## src/rtl/hmm_pkg.sv

```systemverilog
// ---------------------------------------------------------------------------
// hmm_pkg
// Shared definitions for the Pair-HMM datapath and its control.
//   - NUM_PE_DEF / LEN_W_DEF : default array size and length-field width
//   - sched_state_e          : wavefront scheduler states
//   - pe_calcs               : per-PE match/insert/delete partial results
//   - transition_probs       : per-read-base transition priors
//   - diag_len()             : number of anti-diagonals of an R x H job
// ---------------------------------------------------------------------------
package hmm_pkg;

  localparam int NUM_PE_DEF = 8;
  localparam int LEN_W_DEF  = 8;

  typedef enum logic [2:0] {
    ST_IDLE  = 3'd0,
    ST_CLEAR = 3'd1,
    ST_RUN   = 3'd2,
    ST_ADV   = 3'd3,
    ST_FIN   = 3'd4
  } sched_state_e;

  typedef struct packed {
    logic [15:0] m_val;
    logic [15:0] i_val;
    logic [15:0] d_val;
  } pe_calcs;

  typedef struct packed {
    logic [15:0] mm;
    logic [15:0] mi;
    logic [15:0] md;
    logic [15:0] ii;
    logic [15:0] dd;
  } transition_probs;

  // R+H-1, one bit wider than the length fields so R=H=2^LEN_W-1 cannot wrap.
  function automatic logic [LEN_W_DEF:0] diag_len(input logic [LEN_W_DEF-1:0] r,
                                                   input logic [LEN_W_DEF-1:0] h);
    return {1'b0, r} + {1'b0, h} - {{LEN_W_DEF{1'b0}}, 1'b1};
  endfunction

endpackage

```

## src/rtl/pe_enable_decode.sv

```systemverilog
// ---------------------------------------------------------------------------
// pe_enable_decode
// Combinational wavefront mask: PE i works on cell (i, k-i) of diagonal k.
//   diag_idx  in  LEN_W   current anti-diagonal k
//   read_len  in  LEN_W   read length R
//   hap_len   in  LEN_W   haplotype length H
//   mask      out NUM_PE  mask[i] = (i < R) && (i <= k) && (k - i < H)
// Also used by the feeders to pick bases and priors for the active PEs.
// ---------------------------------------------------------------------------
module pe_enable_decode #(
  parameter int NUM_PE = 8,
  parameter int LEN_W  = 8
) (
  input  logic [LEN_W-1:0]  diag_idx,
  input  logic [LEN_W-1:0]  read_len,
  input  logic [LEN_W-1:0]  hap_len,
  output logic [NUM_PE-1:0] mask
);

  logic [LEN_W:0] k_ext_s;
  logic [LEN_W:0] r_ext_s;
  logic [LEN_W:0] h_ext_s;

  assign k_ext_s = {1'b0, diag_idx};
  assign r_ext_s = {1'b0, read_len};
  assign h_ext_s = {1'b0, hap_len};

  // Per-PE cell validity; the i <= k term guards the k - i subtraction.
  always_comb begin
    mask = {NUM_PE{1'b0}};
    for (int i = 0; i < NUM_PE; i++) begin
      mask[i] = ((LEN_W+1)'(i) < r_ext_s) &&
                ((LEN_W+1)'(i) <= k_ext_s) &&
                ((k_ext_s - (LEN_W+1)'(i)) < h_ext_s);
    end
  end

endmodule

```

## src/rtl/pe_array_scheduler.sv

```systemverilog
// ---------------------------------------------------------------------------
// pe_array_scheduler
// Walks a linear PE array through the anti-diagonals of one Pair-HMM job.
//   clk        in   clock
//   reset_n    in   asynchronous active-low reset
//   start      in   job request, accepted only while ready=1
//   read_len   in   R, sampled on accepted start
//   hap_len    in   H, sampled on accepted start
//   pe_done    in   per-PE done levels
//   ready      out  high in IDLE
//   pe_clear   out  one-cycle PE clear at job start
//   pe_enable  out  per-PE enable for the current diagonal
//   advance    out  one-cycle wavefront step
//   diag_idx   out  current diagonal k
//   job_done   out  one-cycle pulse after the last diagonal
//   job_err    out  one-cycle pulse on rejected start (or watchdog abort)
// Optional build macro PE_SCHED_WATCHDOG_EN adds a per-diagonal timeout of
// WDOG_CYCLES RUN cycles that aborts the job back to IDLE.
// Every output is a register or a decode of registers; pe_done only steers
// the next state, so there is no combinational pe_done -> advance path.
// ---------------------------------------------------------------------------
module pe_array_scheduler
  import hmm_pkg::*;
#(
  parameter int NUM_PE      = NUM_PE_DEF,
  parameter int LEN_W       = LEN_W_DEF,
  parameter int WDOG_CYCLES = 1024
) (
  input  logic              clk,
  input  logic              reset_n,
  input  logic              start,
  input  logic [LEN_W-1:0]  read_len,
  input  logic [LEN_W-1:0]  hap_len,
  input  logic [NUM_PE-1:0] pe_done,
  output logic              ready,
  output logic              pe_clear,
  output logic [NUM_PE-1:0] pe_enable,
  output logic              advance,
  output logic [LEN_W-1:0]  diag_idx,
  output logic              job_done,
  output logic              job_err
);

  sched_state_e      state_r;
  sched_state_e      state_nxt_s;
  logic [LEN_W-1:0]  read_len_r;
  logic [LEN_W-1:0]  hap_len_r;
  logic [LEN_W-1:0]  diag_idx_r;
  logic              job_err_r;
  logic [NUM_PE-1:0] mask_s;
  logic              en_gate_s;
  logic              all_done_s;
  logic              start_bad_s;
  logic              last_diag_s;
  logic              timeout_s;

  pe_enable_decode #(
    .NUM_PE (NUM_PE),
    .LEN_W  (LEN_W)
  ) u_decode (
    .diag_idx (diag_idx_r),
    .read_len (read_len_r),
    .hap_len  (hap_len_r),
    .mask     (mask_s)
  );

  assign pe_enable  = en_gate_s ? mask_s : {NUM_PE{1'b0}};
  // Disabled PEs count as done, so spikes on them are irrelevant.
  assign all_done_s = &(pe_done | ~pe_enable);

  assign start_bad_s = (read_len == {LEN_W{1'b0}}) ||
                       (hap_len == {LEN_W{1'b0}}) ||
                       ((LEN_W+1)'(read_len) > (LEN_W+1)'(NUM_PE));

  // Last diagonal when k+1 == R+H-1, evaluated one bit wide of LEN_W.
  assign last_diag_s = (({1'b0, diag_idx_r} + {{LEN_W{1'b0}}, 1'b1}) ==
                        (LEN_W+1)'(diag_len(LEN_W_DEF'(read_len_r), LEN_W_DEF'(hap_len_r))));

`ifdef PE_SCHED_WATCHDOG_EN
  localparam int WDOG_W = $clog2(WDOG_CYCLES) + 1;
  logic [WDOG_W-1:0] wdog_cnt_r;

  // RUN-cycle counter; zero whenever RUN is (re)entered.
  always_ff @(posedge clk or negedge reset_n) begin
    if (!reset_n) begin
      wdog_cnt_r <= {WDOG_W{1'b0}};
    end else if (state_r == ST_RUN) begin
      wdog_cnt_r <= wdog_cnt_r + {{(WDOG_W-1){1'b0}}, 1'b1};
    end else begin
      wdog_cnt_r <= {WDOG_W{1'b0}};
    end
  end

  assign timeout_s = (state_r == ST_RUN) && !all_done_s &&
                     (wdog_cnt_r == WDOG_W'(WDOG_CYCLES - 1));
`else
  assign timeout_s = 1'b0;
`endif

  // State register.
  always_ff @(posedge clk or negedge reset_n) begin
    if (!reset_n) begin
      state_r <= ST_IDLE;
    end else begin
      state_r <= state_nxt_s;
    end
  end

  // Next-state logic.
  always_comb begin
    state_nxt_s = state_r;
    case (state_r)
      ST_IDLE: begin
        if (start && !start_bad_s) begin
          state_nxt_s = ST_CLEAR;
        end else begin
          state_nxt_s = ST_IDLE;
        end
      end
      ST_CLEAR: state_nxt_s = ST_RUN;
      ST_RUN: begin
        if (all_done_s) begin
          state_nxt_s = ST_ADV;
        end else if (timeout_s) begin
          state_nxt_s = ST_IDLE;
        end else begin
          state_nxt_s = ST_RUN;
        end
      end
      ST_ADV: begin
        if (last_diag_s) begin
          state_nxt_s = ST_FIN;
        end else begin
          state_nxt_s = ST_RUN;
        end
      end
      ST_FIN:  state_nxt_s = ST_IDLE;
      default: state_nxt_s = ST_IDLE;
    endcase
  end

  // Output decode from the state register.
  always_comb begin
    ready     = 1'b0;
    pe_clear  = 1'b0;
    advance   = 1'b0;
    job_done  = 1'b0;
    en_gate_s = 1'b0;
    case (state_r)
      ST_IDLE:  ready = 1'b1;
      ST_CLEAR: pe_clear = 1'b1;
      ST_RUN:   en_gate_s = 1'b1;
      ST_ADV: begin
        advance   = 1'b1;
        en_gate_s = 1'b1;
      end
      ST_FIN:   job_done = 1'b1;
      default:  ready = 1'b0;
    endcase
  end

  // Job parameters, diagonal index and error pulse.
  always_ff @(posedge clk or negedge reset_n) begin
    if (!reset_n) begin
      read_len_r <= {LEN_W{1'b0}};
      hap_len_r  <= {LEN_W{1'b0}};
      diag_idx_r <= {LEN_W{1'b0}};
      job_err_r  <= 1'b0;
    end else begin
      job_err_r <= ((state_r == ST_IDLE) && start && start_bad_s) || timeout_s;
      case (state_r)
        ST_IDLE: begin
          if (start && !start_bad_s) begin
            read_len_r <= read_len;
            hap_len_r  <= hap_len;
            diag_idx_r <= {LEN_W{1'b0}};
          end
        end
        ST_ADV: begin
          if (!last_diag_s) begin
            diag_idx_r <= diag_idx_r + {{(LEN_W-1){1'b0}}, 1'b1};
          end
        end
        default: begin
          diag_idx_r <= diag_idx_r;
        end
      endcase
    end
  end

  assign diag_idx = diag_idx_r;
  assign job_err  = job_err_r;

endmodule

```

## config.mk

```make
export PLATFORM = sky130hd
export DESIGN_NAME = pe_array_scheduler
export DESIGN_NICKNAME = d
export VERILOG_FILES = /design/src/rtl/hmm_pkg.sv /design/src/rtl/pe_enable_decode.sv /design/src/rtl/pe_array_scheduler.sv
export SDC_FILE = /design/constraint.sdc
export NUM_CORES = 1
export LEC_CHECK = 0
export ABC_AREA = 0
export BUFFER_PORTS_ARGS = -buffer_cell sky130_fd_sc_hd__buf_4
export CAP_MARGIN = 25
export CORE_MARGIN = 2
export CORE_UTILIZATION = 45
export CTS_CLUSTER_DIAMETER = 80
export CTS_CLUSTER_SIZE = 10
export DETAILED_ROUTE_END_ITERATION = 8
export GPL_ROUTABILITY_DRIVEN = 0
export PLACE_DENSITY = 0.7
export SETUP_SLACK_MARGIN = 0.02
export SLEW_MARGIN = 20
export SYNTH_ARGS = -nofsm -noshare
export SYNTH_HDL_FRONTEND = slang
export SYNTH_HIERARCHICAL = 1
export SYNTH_SLANG_ARGS = --single-unit
```

## constraint.sdc

```tcl
create_clock -name clk -period 3.8 [get_ports clk]
set_input_delay 0 -clock clk [delete_from_list [all_inputs] [get_ports clk]]
set_output_delay 0 -clock clk [all_outputs]
set_load 0.01 [all_outputs]
```

==> results of run 1 <==
==> final timing paths <==
kind,end,slack [ns],from
worst min register to register,state_r[1],0.51,state_r[2]
worst max register to register,diag_idx[2],0.45,read_len_r[1]
worst min-delay path,job_err,0.06,read_len[7]
worst max-delay path,diag_idx[2],0.45,read_len_r[1]
max in group asynchronous,read_len_r[1],3.34,reset_n
min in group asynchronous,state_r[1],0.17,reset_n
==> worst register-to-register path: stages (launching register included) <==
cell and delay [ns]:
dfrtp_1 0.48, inv_1 0.07, ha_1 0.29, inv_1 0.06
ha_1 0.16, inv_1 0.06, fa_1 0.38, xnor3_1 0.39
xnor2_1 0.13, and4_2 0.24, o211a_1 0.18, a31oi_4 0.41
mux2i_1 0.25, a22o_1 0.19
==> layer usage <==
layer	part of all wire, %	global-route usage, %	vias to the layer above	wire length (µm)
met5	0	0	-	0
met4	3.7	9.48	0	457
met3	7.8	3.95	41	964
met2	46	41.4	192	5690
met1	42	32.1	1824	5190
li1	-	-	1875	-
==> power by group through the flow <==
stage | combinational [mW] | sequential (mW) | clock [mW]
2_1_floorplan | 2.45 | 0.482 | 0
3_3_place_gp | 3.33 | 0.446 | 0
3_5_place_dp | 3.48 | 0.447 | 0
4_1_cts | 3.51 | 0.441 | 0.256
5_1_grt | 3.96 | 0.453 | 0.260
6_report | 3.56 | 0.442 | 0.247
==> kinds of logic after synthesis <==
| family | count (synthesis) | synth area share [%] |
|---|---|---|
| xor gates and xnor gates | 50 | 11.1 |
| AOI/OAI and AO/OA | 108 | 17.6 |
| buffers and inverters | 73 | 7.18 |
| and+or+nand+nor | 135 | 17.8 |
| DFF | 28 | 16.7 |
| adders and majority gates | 84 | 25.2 |
| muxes | 17 | 4.44 |
==> layout by cell type (no fill, tap or decap), types with 4 or more instances in the layout <==
master and instances:
and3_1 4, nand2b_1 9, nand2_1 50, nor2_1 12, a21oi_1 23, nor4_1 4, or3_1 6, dfrtp_1 28
o21a_1 4, a21o_1 8, dlygate4sd3_1 14, o211ai_1 4, nor3_1 6, o21ai_1 7, xor2_1 13, nand3_1 9
xnor2_1 35, and2_1 7, mux2i_1 4, a211o_1 6, o21ai_0 15, inv_1 59, mux2_2 13, a31oi_1 11
nand4_1 5, buf_4 59, ha_1 83
==> state kept, by name, summed over array words and instances, names as in the netlist <==
register    cells
job_err         1
state_r         3
read_len_r      8
diag_idx        8
hap_len_r       8
==> stage by stage <==
step                hold WS [ns]  power [mW]
finish                    0.0606        4.25
global route              0.0723        4.67
CTS                       0.0556        4.21
floorplan                 -0.296        2.93
global placement         -0.0498        3.78
detailed placement       -0.0474        3.93
==> final cells by class <==
cell class	count	area, µm²
Fill cell	847	4240
Inverter	60	225
Sequential cell	28	701
Clock buffer	3	41.3
Clock inverter	1	30.0
Timing Repair Buffer	73	583
Tap cell	111	139
Multi-Input combinational cell	394	3200
==> results.yml, run 1 <==
clocking:
  post_cts_resized: 0
  clock_latency_ns: 0.29
  cts.sinks: 28
  clock_tree.root_cell: "clkbuf_8"
  cts_hold_buf: 14
  cts_buffers: 3
  clk_pin_slew_worst_paths_ns: 0.10
  cts_buffer_depth: 2
  htreeDepth: 1
  cts_setup_buffers: 0
  cts_tree: "yes"
setup_path:
  slowest_delay_ns: 0.48
  worstPathCellList: "inv_1 -> ha_1 -> inv_1 -> ha_1 -> inv_1 -> fa_1 -> xnor3_1 -> xnor2_1 -> and4_2 -> o211a_1 -> a31oi_4 -> mux2i_1 -> a22o_1"
  cpMostUsedCell: "inv_1"
  critical_path_arrival_ns: 3.56
  worstSetupStartpointType: "register"
  timing_worst_setup_path_type: "reg2reg"
  worstPathRequired_ns: 4.01
  critPathTopFamily: "adder cells"
  cp_slowest_cell: "dfrtp_1"
  path_depth: 13
  crit_fanout: 12
  end_kind: "register"
  ff2ff_path_depth: 13
  crit_buf_inv: 3
place:
  dpl_worst_slack_ns: 0.537
  io_buffers: 47
  dpl_cell_area_mm2: 0.00471
  dp.cells: 652
  dpl.hpwl_mm: 9.45
sta:
  slew_headroom_pct: 35.4
  finalSetupViolations: 0
  finalHoldViolations: 0
  drv_slew: 0
  period_minus_slack_ns: 3.35
  worstMarginPinSlew_ns: 0.961
  rsz0062_at_grt: "no"
  skew_ns: 0.00774
  tns_ns: 0
  max_freq_mhz: 299
  fin_ws_ns: 0.450
  fin_crit_sh_pct: 88.1
drt:
  routedWlPerCell_um: 18.4
  drtIter0Drc: 357
  first_pass_iters: 5
  drt_wl_total_mm: 12.3
  ant_nets: 0
  viasPerCell: 5.87
  drc: 0
  vias: 3932
synth:
  yosysTopAreaCell: "ha_1"
  yosys_warnings: 6
  synth_common_cells: "ha_1, inv_1, nand2_1"
  yosys.area.top_type_share_pct: 24.7
  syn_area_per_cell_um2: 8.49
  syn_inst: 495
  synth-seq-cells: 28
  syn_nets: 606
  ys_seq_area_share_pct: 16.7
  ys.flop_type: "dfrtp_1"
  synth.distinct_cells: 65
  synth_edf_count: 0
  yosysMostFrequentCell: "ha_1"
  ys_top_cells_by_area: "ha_1, dfrtp_1, xnor2_1"
  syn-cell-area_mm2: 0.00420
  async_reset_ff_share_pct: 100
status:
  status: "finished clean"
floorplan:
  die_w_um: 101
  initial_core_util_pct: 45.9
  dieHeight_um: 101
  io_pins: 48
  core_mm2: 0.00915
  placementRows: 35
  dieArea_mm2: 0.0101
global_routing:
  grt_pass1_wl_mm: 19.8
  grt_start_max_net_pins: 29
  globalRouteTotalUtil_pct: 24.8
  grt-ovfl-total: 0
  grt_pass1_vias: 4026
  antenna_found_initial: 0
job:
  cap_viol_max_count: 0
pwr:
  p_sw_mw: 2.12
  ir_drop_v: 0.000336
  power.leakage_nw: 2.37
  pwr-share-seq_pct: 10.4
  p_clk_share_pct: 5.8
  pwr_density_cell_mw_per_mm2: 864
  combPwrFrac_pct: 83.8
  p_int_mw: 2.13
  switching_share_pct: 49.9
finish:
  final_cell_count_no_fill: 670
  final_layout_size_suffix_gt1_share_pct: 17.0
  area_growth_syn_to_layout_pct: 17.1
  final_net_count: 671
  antennaDiodeCount: 0
  fin_area_mm2: 0.00492
  utilization_pct: 53.7
hold_path:
  hold_path_class: "in2reg"
  worst_hold_path.num_cells: 4
Power figures use the tool's default switching activity.
==> inputs of run 2 (changes only) <==
--- a/config.mk
+++ b/config.mk
@@ -11,7 +11,6 @@
 export CORE_MARGIN = 2
 export CORE_UTILIZATION = 45
 export CTS_CLUSTER_DIAMETER = 80
-export CTS_CLUSTER_SIZE = 10
 export DETAILED_ROUTE_END_ITERATION = 8
 export GPL_ROUTABILITY_DRIVEN = 0
 export PLACE_DENSITY = 0.7
@@ -19,5 +18,4 @@
 export SLEW_MARGIN = 20
 export SYNTH_ARGS = -nofsm -noshare
 export SYNTH_HDL_FRONTEND = slang
-export SYNTH_HIERARCHICAL = 1
 export SYNTH_SLANG_ARGS = --single-unit
==> results.yml, run 2 <==
place:
  io_buffers: 47
  dpl_worst_slack_ns: 0.164
  dp.cells: 625
  dpl.hpwl_mm: 8.98
  dpl_cell_area_mm2: 0.00459
finish:
  fill_cells: 803
  area_growth_syn_to_layout_pct: 19.9
  layout_commonest_cell: "ha_1"
  layout_common_cells: "ha_1, buf_4, inv_1, nand2_1, xnor2_1"
  antennaDiodeCount: 0
  final_cell_count_no_fill: 644
  final_net_count: 647
  final_layout_size_suffix_gt1_share_pct: 18.1
  fin_area_mm2: 0.00480
  utilization_pct: 55.4
hold_path:
  hold_path_class: "in2reg"
pwr:
  pwr_density_cell_mw_per_mm2: 796
  power.leakage_nw: 2.40
  total_power_mw: 3.82
  ir_drop_v: 0.000283
setup_path:
  timing_worst_setup_path_type: "reg2reg"
  critical_path_arrival_ns: 3.74
  crit_fanout: 13
  end_kind: "register"
  worstPathRequired_ns: 3.98
  worstSetupStartpointType: "register"
drt:
  first_pass_iters: 5
  drc: 0
  vias: 3752
  ant_nets: 0
  routedWlPerCell_um: 18.0
  viasPerCell: 5.83
  drtIter0Drc: 243
  drt_wl_total_mm: 11.6
synth:
  synth.distinct_cells: 59
  syn_inst: 464
  ys_seq_area_share_pct: 17.5
  yosys.area.top_type_share_pct: 25.6
  yosys_warnings: 0
  yosysMostFrequentCell: "ha_1"
  syn_area_per_cell_um2: 8.64
  synth_edf_count: 0
  ys.flop_type: "dfrtp_1"
  syn-cell-area_mm2: 0.00401
  async_reset_ff_share_pct: 100
  syn_nets: 574
  synth-seq-cells: 28
  yosysTopAreaCell: "ha_1"
  ys_top_cells_by_area: "ha_1, dfrtp_1, xnor2_1"
  synth_common_cells: "ha_1, inv_1, nand2_1"
clocking:
  cts_tree: "yes"
  clock_latency_ns: 0.28
  htreeDepth: 1
  cts_buffers: 3
  clock_tree.root_cell: "clkbuf_8"
  clk_pin_slew_worst_paths_ns: 0.10
  cts.sinks: 28
  cts_buffer_depth: 2
global_routing:
  grt_pass1_vias: 3824
  grt-ovfl-total: 0
  globalRouteTotalUtil_pct: 24.1
  grt_pass1_wl_mm: 18.8
  antenna_found_initial: 0
  grt_start_max_net_pins: 29
floorplan:
  initial_core_util_pct: 46.2
  io_pins: 48
  placementRows: 34
  dieHeight_um: 98.4
  die_w_um: 98.4
  core_mm2: 0.00868
  dieArea_mm2: 0.00968
sta:
  skew_ns: 0.00393
  period_minus_slack_ns: 3.56
  tns_ns: 0
  slew_headroom_pct: 48.7
  fin_ws_ns: 0.238
  worstMarginPinSlew_ns: 0.750
  fin_crit_sh_pct: 93.7
  finalHoldViolations: 0
  drv_slew: 0
  max_freq_mhz: 281
  finalSetupViolations: 0
  hold_slack_ns: 0.0537
  rsz0062_at_grt: "no"
status:
  status: "finished clean"
job:
  cap_viol_max_count: 0
-- run 2: cell types whose count changed after synthesis, sizes merged, moves of 5 or more --
cell    delta
nand2     -14
o21ai     -17
inv       -10
a31oi      -8
clkbuf     +7
nor2       +7
a211o      -5
a21o       +9
nand2b     -5
-- run 2: layout make-up --
cell class | instances | area [µm²] | share of cell area [%]
Clock buffer | 4 | 55.1 | 1.15
Timing Repair Buffer | 84 | 666 | 13.9
Sequential cell | 28 | 701 | 14.6
Inverter | 51 | 193 | 4.01
Multi-Input combinational cell | 369 | 3060 | 63.6
Tap cell | 108 | 135 | 2.81
-- run 2: worst paths after layout --
path | cells past startpoint | startpoint | slack (ns) | endpoint
max in group asynchronous | 2 | reset_n | 3.36 | hap_len_r[3]
min in group asynchronous | 2 | reset_n | 0.16 | read_len_r[7]
min reg2reg | 1 | hap_len_r[6] | 0.52 | hap_len_r[6]
max | 12 | read_len_r[1] | 0.24 | diag_idx[7]
min | 3 | pe_done[6] | 0.05 | state_r[0]
max reg2reg | 12 | read_len_r[1] | 0.24 | diag_idx[7]
-- run 2: report_power, final --
| group | internal (mW) | switching, mW |
|---|---|---|
| clock network | 0.0931 | 0.100 |
| logic | 1.49 | 1.73 |
| registers | 0.346 | 0.0616 |
| total | 1.93 | 1.89 |
-- run 2: kinds of logic (layout without fill, tap and decap cells) --
kind of cell / Yosys count / after routing / share of synthesized area [%]
AO/OA/AOI/OAI: 90 / 90 / 16.5
multiplexers: 15 / 15 / 4.18
flip-flops: 28 / 28 / 17.5
XOR/XNOR: 54 / 54 / 12.3
AND/OR/NAND/NOR: 127 / 127 / 16.9
adder cells (fa/ha/maj): 83 / 83 / 26.1
buffers and inverters: 67 / 139 / 6.52
-- run 2: critical path: stages, from the launching register on --
cell and delay, ns:
dfrtp_1 0.39, inv_1 0.10, ha_1 0.29, inv_1 0.04
ha_1 0.21, fa_1 0.40, xnor2_1 0.19, xnor3_1 0.22
or4_4 0.55, nor4_4 0.35, a31oi_4 0.21, and3_1 0.24
a221o_1 0.25
-- run 2: what timing repair did --
| item | CTS | global route |
|---|---|---|
| gates resized for setup | 0 | 1 |
| endpoints found under the setup margin | 0 | 6 |
| endpoints found under the hold margin | 41 | 0 |
| setup buffers | 0 | 1 |
| hold buffers | 14 | 0 |
-- run 2: layer usage --
layer  global-route usage [%]  up-vias  wire, µm
met5                        0        -         0
met4                     9.06        0       447
met1                     29.9     1777      4910
met2                     43.0      138      5740
met3                     2.65       37       488
li1                         -     1800         -
==> inputs of run 3 (changes only) <==
--- a/config.mk
+++ b/config.mk
@@ -5,7 +5,7 @@
 export SDC_FILE = /design/constraint.sdc
 export NUM_CORES = 1
 export LEC_CHECK = 0
-export ABC_AREA = 0
+export ABC_AREA = 1
 export BUFFER_PORTS_ARGS = -buffer_cell sky130_fd_sc_hd__buf_4
 export CAP_MARGIN = 25
 export CORE_MARGIN = 2
==> results.yml, run 3 <==
finish:
  final_net_count: 873
  antennaDiodeCount: 0
  layout_common_cells: "nand2_1, inv_1, ha_1, nor2_1, buf_4"
  final_layout_size_suffix_gt1_share_pct: 10.6
  area_growth_syn_to_layout_pct: 13.9
  final_cell_count_no_fill: 895
  layout_commonest_cell: "nand2_1"
pwr:
  ir_drop_v: 0.000424
  power.leakage_nw: 3.01
  pwr_density_cell_mw_per_mm2: 1010
  total_power_mw: 5.18
floorplan:
  placementRows: 36
  die_w_um: 104
  dieHeight_um: 104
  core_mm2: 0.00977
  initial_core_util_pct: 46.2
  dieArea_mm2: 0.0109
  io_pins: 48
drt:
  drtIter0Drc: 316
  routedWlPerCell_um: 15.1
  vias: 4654
  ant_nets: 0
  viasPerCell: 5.20
  drc: 0
  drt_wl_total_mm: 13.5
  first_pass_iters: 5
clocking:
  cts_buffers: 3
  post_cts_resized: 0
  clk_pin_slew_worst_paths_ns: 0.11
  clock_latency_ns: 0.29
  htreeDepth: 1
  cts_tree: "yes"
  cts_hold_buf: 8
  cts.sinks: 28
  cts_setup_buffers: 0
  clock_tree.root_cell: "clkbuf_8"
  cts_buffer_depth: 2
synth:
  ys_seq_area_share_pct: 15.5
  yosys_warnings: 0
  syn_inst: 711
  yosysMostFrequentCell: "nand2_1"
  synth.distinct_cells: 37
  ys.flop_type: "dfrtp_1"
  async_reset_ff_share_pct: 100
  ys_top_cells_by_area: "ha_1, nand2_1, dfrtp_1"
  synth_common_cells: "nand2_1, inv_1, ha_1"
  yosys.area.top_type_share_pct: 22.7
  syn_nets: 821
  syn_area_per_cell_um2: 6.36
  syn-cell-area_mm2: 0.00452
  yosysTopAreaCell: "ha_1"
  synth-seq-cells: 28
  synth_edf_count: 0
sta:
  rsz0062_at_grt: "no"
  period_minus_slack_ns: 3.16
  slew_headroom_pct: 56.0
  hold_slack_ns: -0.000900
  skew_ns: 0.00768
  fin_ws_ns: 0.638
  finalSetupViolations: 0
  fin_crit_sh_pct: 83.2
  max_freq_mhz: 316
  drv_slew: 0
  tns_ns: 0
  worstMarginPinSlew_ns: 0.657
  finalHoldViolations: 2
setup_path:
  timing_worst_setup_path_type: "reg2out"
  end_kind: "primary output"
  critical_path_arrival_ns: 3.16
  worstPathRequired_ns: 3.80
  crit_fanout: 16
  worstSetupStartpointType: "register"
hold_path:
  hold_path_class: "in2reg"
global_routing:
  grt_start_max_net_pins: 31
  grt_pass1_vias: 4510
  grt_pass1_wl_mm: 22.3
  grt-ovfl-total: 0
  globalRouteTotalUtil_pct: 25.6
  antenna_found_initial: 0
status:
  violations: "hold timing"
  status: "complete, but fails checks"
place:
  dpl.hpwl_mm: 10.7
  dp.cells: 883
  dpl_worst_slack_ns: 0.823
  io_buffers: 47
job:
  cap_viol_max_count: 0
run 3: changes by cell type after synthesis, sizes merged, moves of 7 or more:
cell,previous run,this run
a21o,20,0
clkbuf,12,3
nand2,37,215
xnor2,37,3
mux2,14,0
a21oi,19,34
nor4,8,1
nand3,10,44
o21ai,5,33
inv,50,133
xor2,16,24
nor2,20,59
and3,7,0
run 3: metal layers:
metal	GRT usage (%)	routed length [µm]
met5	0	0
met4	5.98	223
met3	1.82	865
met2	45.0	6310
met1	34.1	6120
run 3: worst paths after layout:
kind,start,to,slack [ns],cells after the start
max,diag_idx[3],pe_enable[2],0.64,14
min,hap_len[7],hap_len_r[7],-0.0009,3
max reg2reg,diag_idx[3],state_r[0],0.80,20
min reg2reg,read_len_r[4],read_len_r[4],0.47,2
max in group asynchronous,reset_n,diag_idx[0],3.33,2
min in group asynchronous,reset_n,read_len_r[7],0.17,2
run 3: layout make-up:
type	count	area [µm²]
inverters	136	512
clock inverters	1	30.0
flip-flops and latches	28	701
repair buffers	58	455
fillers	989	4630
clock buffers	3	41.3
well taps	133	166
multi-input cells	536	3240
run 3: metrics by stage:
| step | utilization, % | cell area [µm²] |
|---|---|---|
| finish | 52.7 | 5150 |
| global route | 52.7 | 5150 |
| CTS | 52.7 | 5150 |
| detailed placement | 51.1 | 5000 |
| global placement | 51.1 | 5000 |
| floorplan | - | 4520 |
run 3: worst max-delay path, cell delays in order (launching register included):
cell and delay (ns):
dfrtp_1 0.78, inv_2 0.24, ha_1 0.32, nand2_1 0.17, xor2_1 0.16, inv_1 0.06
ha_1 0.28, a21oi_1 0.14, o21ai_0 0.11, nand3_1 0.11, nand2_1 0.06, nor2_1 0.16
nand2_1 0.07, nor2_1 0.10, buf_4 0.13
run 3: where the power goes:
group / total (mW) / switching (mW) / internal [mW] / leakage (nW)
registers: 0.516 / 0.157 / 0.359 / 0.371
logic: 4.42 / 2.71 / 1.70 / 2.60
clock network: 0.249 / 0.108 / 0.141 / 0.0357
total: 5.18 / 2.98 / 2.21 / 3.01
run 3: logic make-up after synthesis:
logic type               count (synthesis)  share of synthesized area [%]
AND/OR/NAND/NOR                        348                           34.1
buffers and inverters                  147                           12.8
adder cells (fa/ha/maj)                 83                           23.1
AO/OA/AOI/OAI                           78                           9.24
flip-flops                              28                           15.5
XOR/XNOR                                27                           5.23
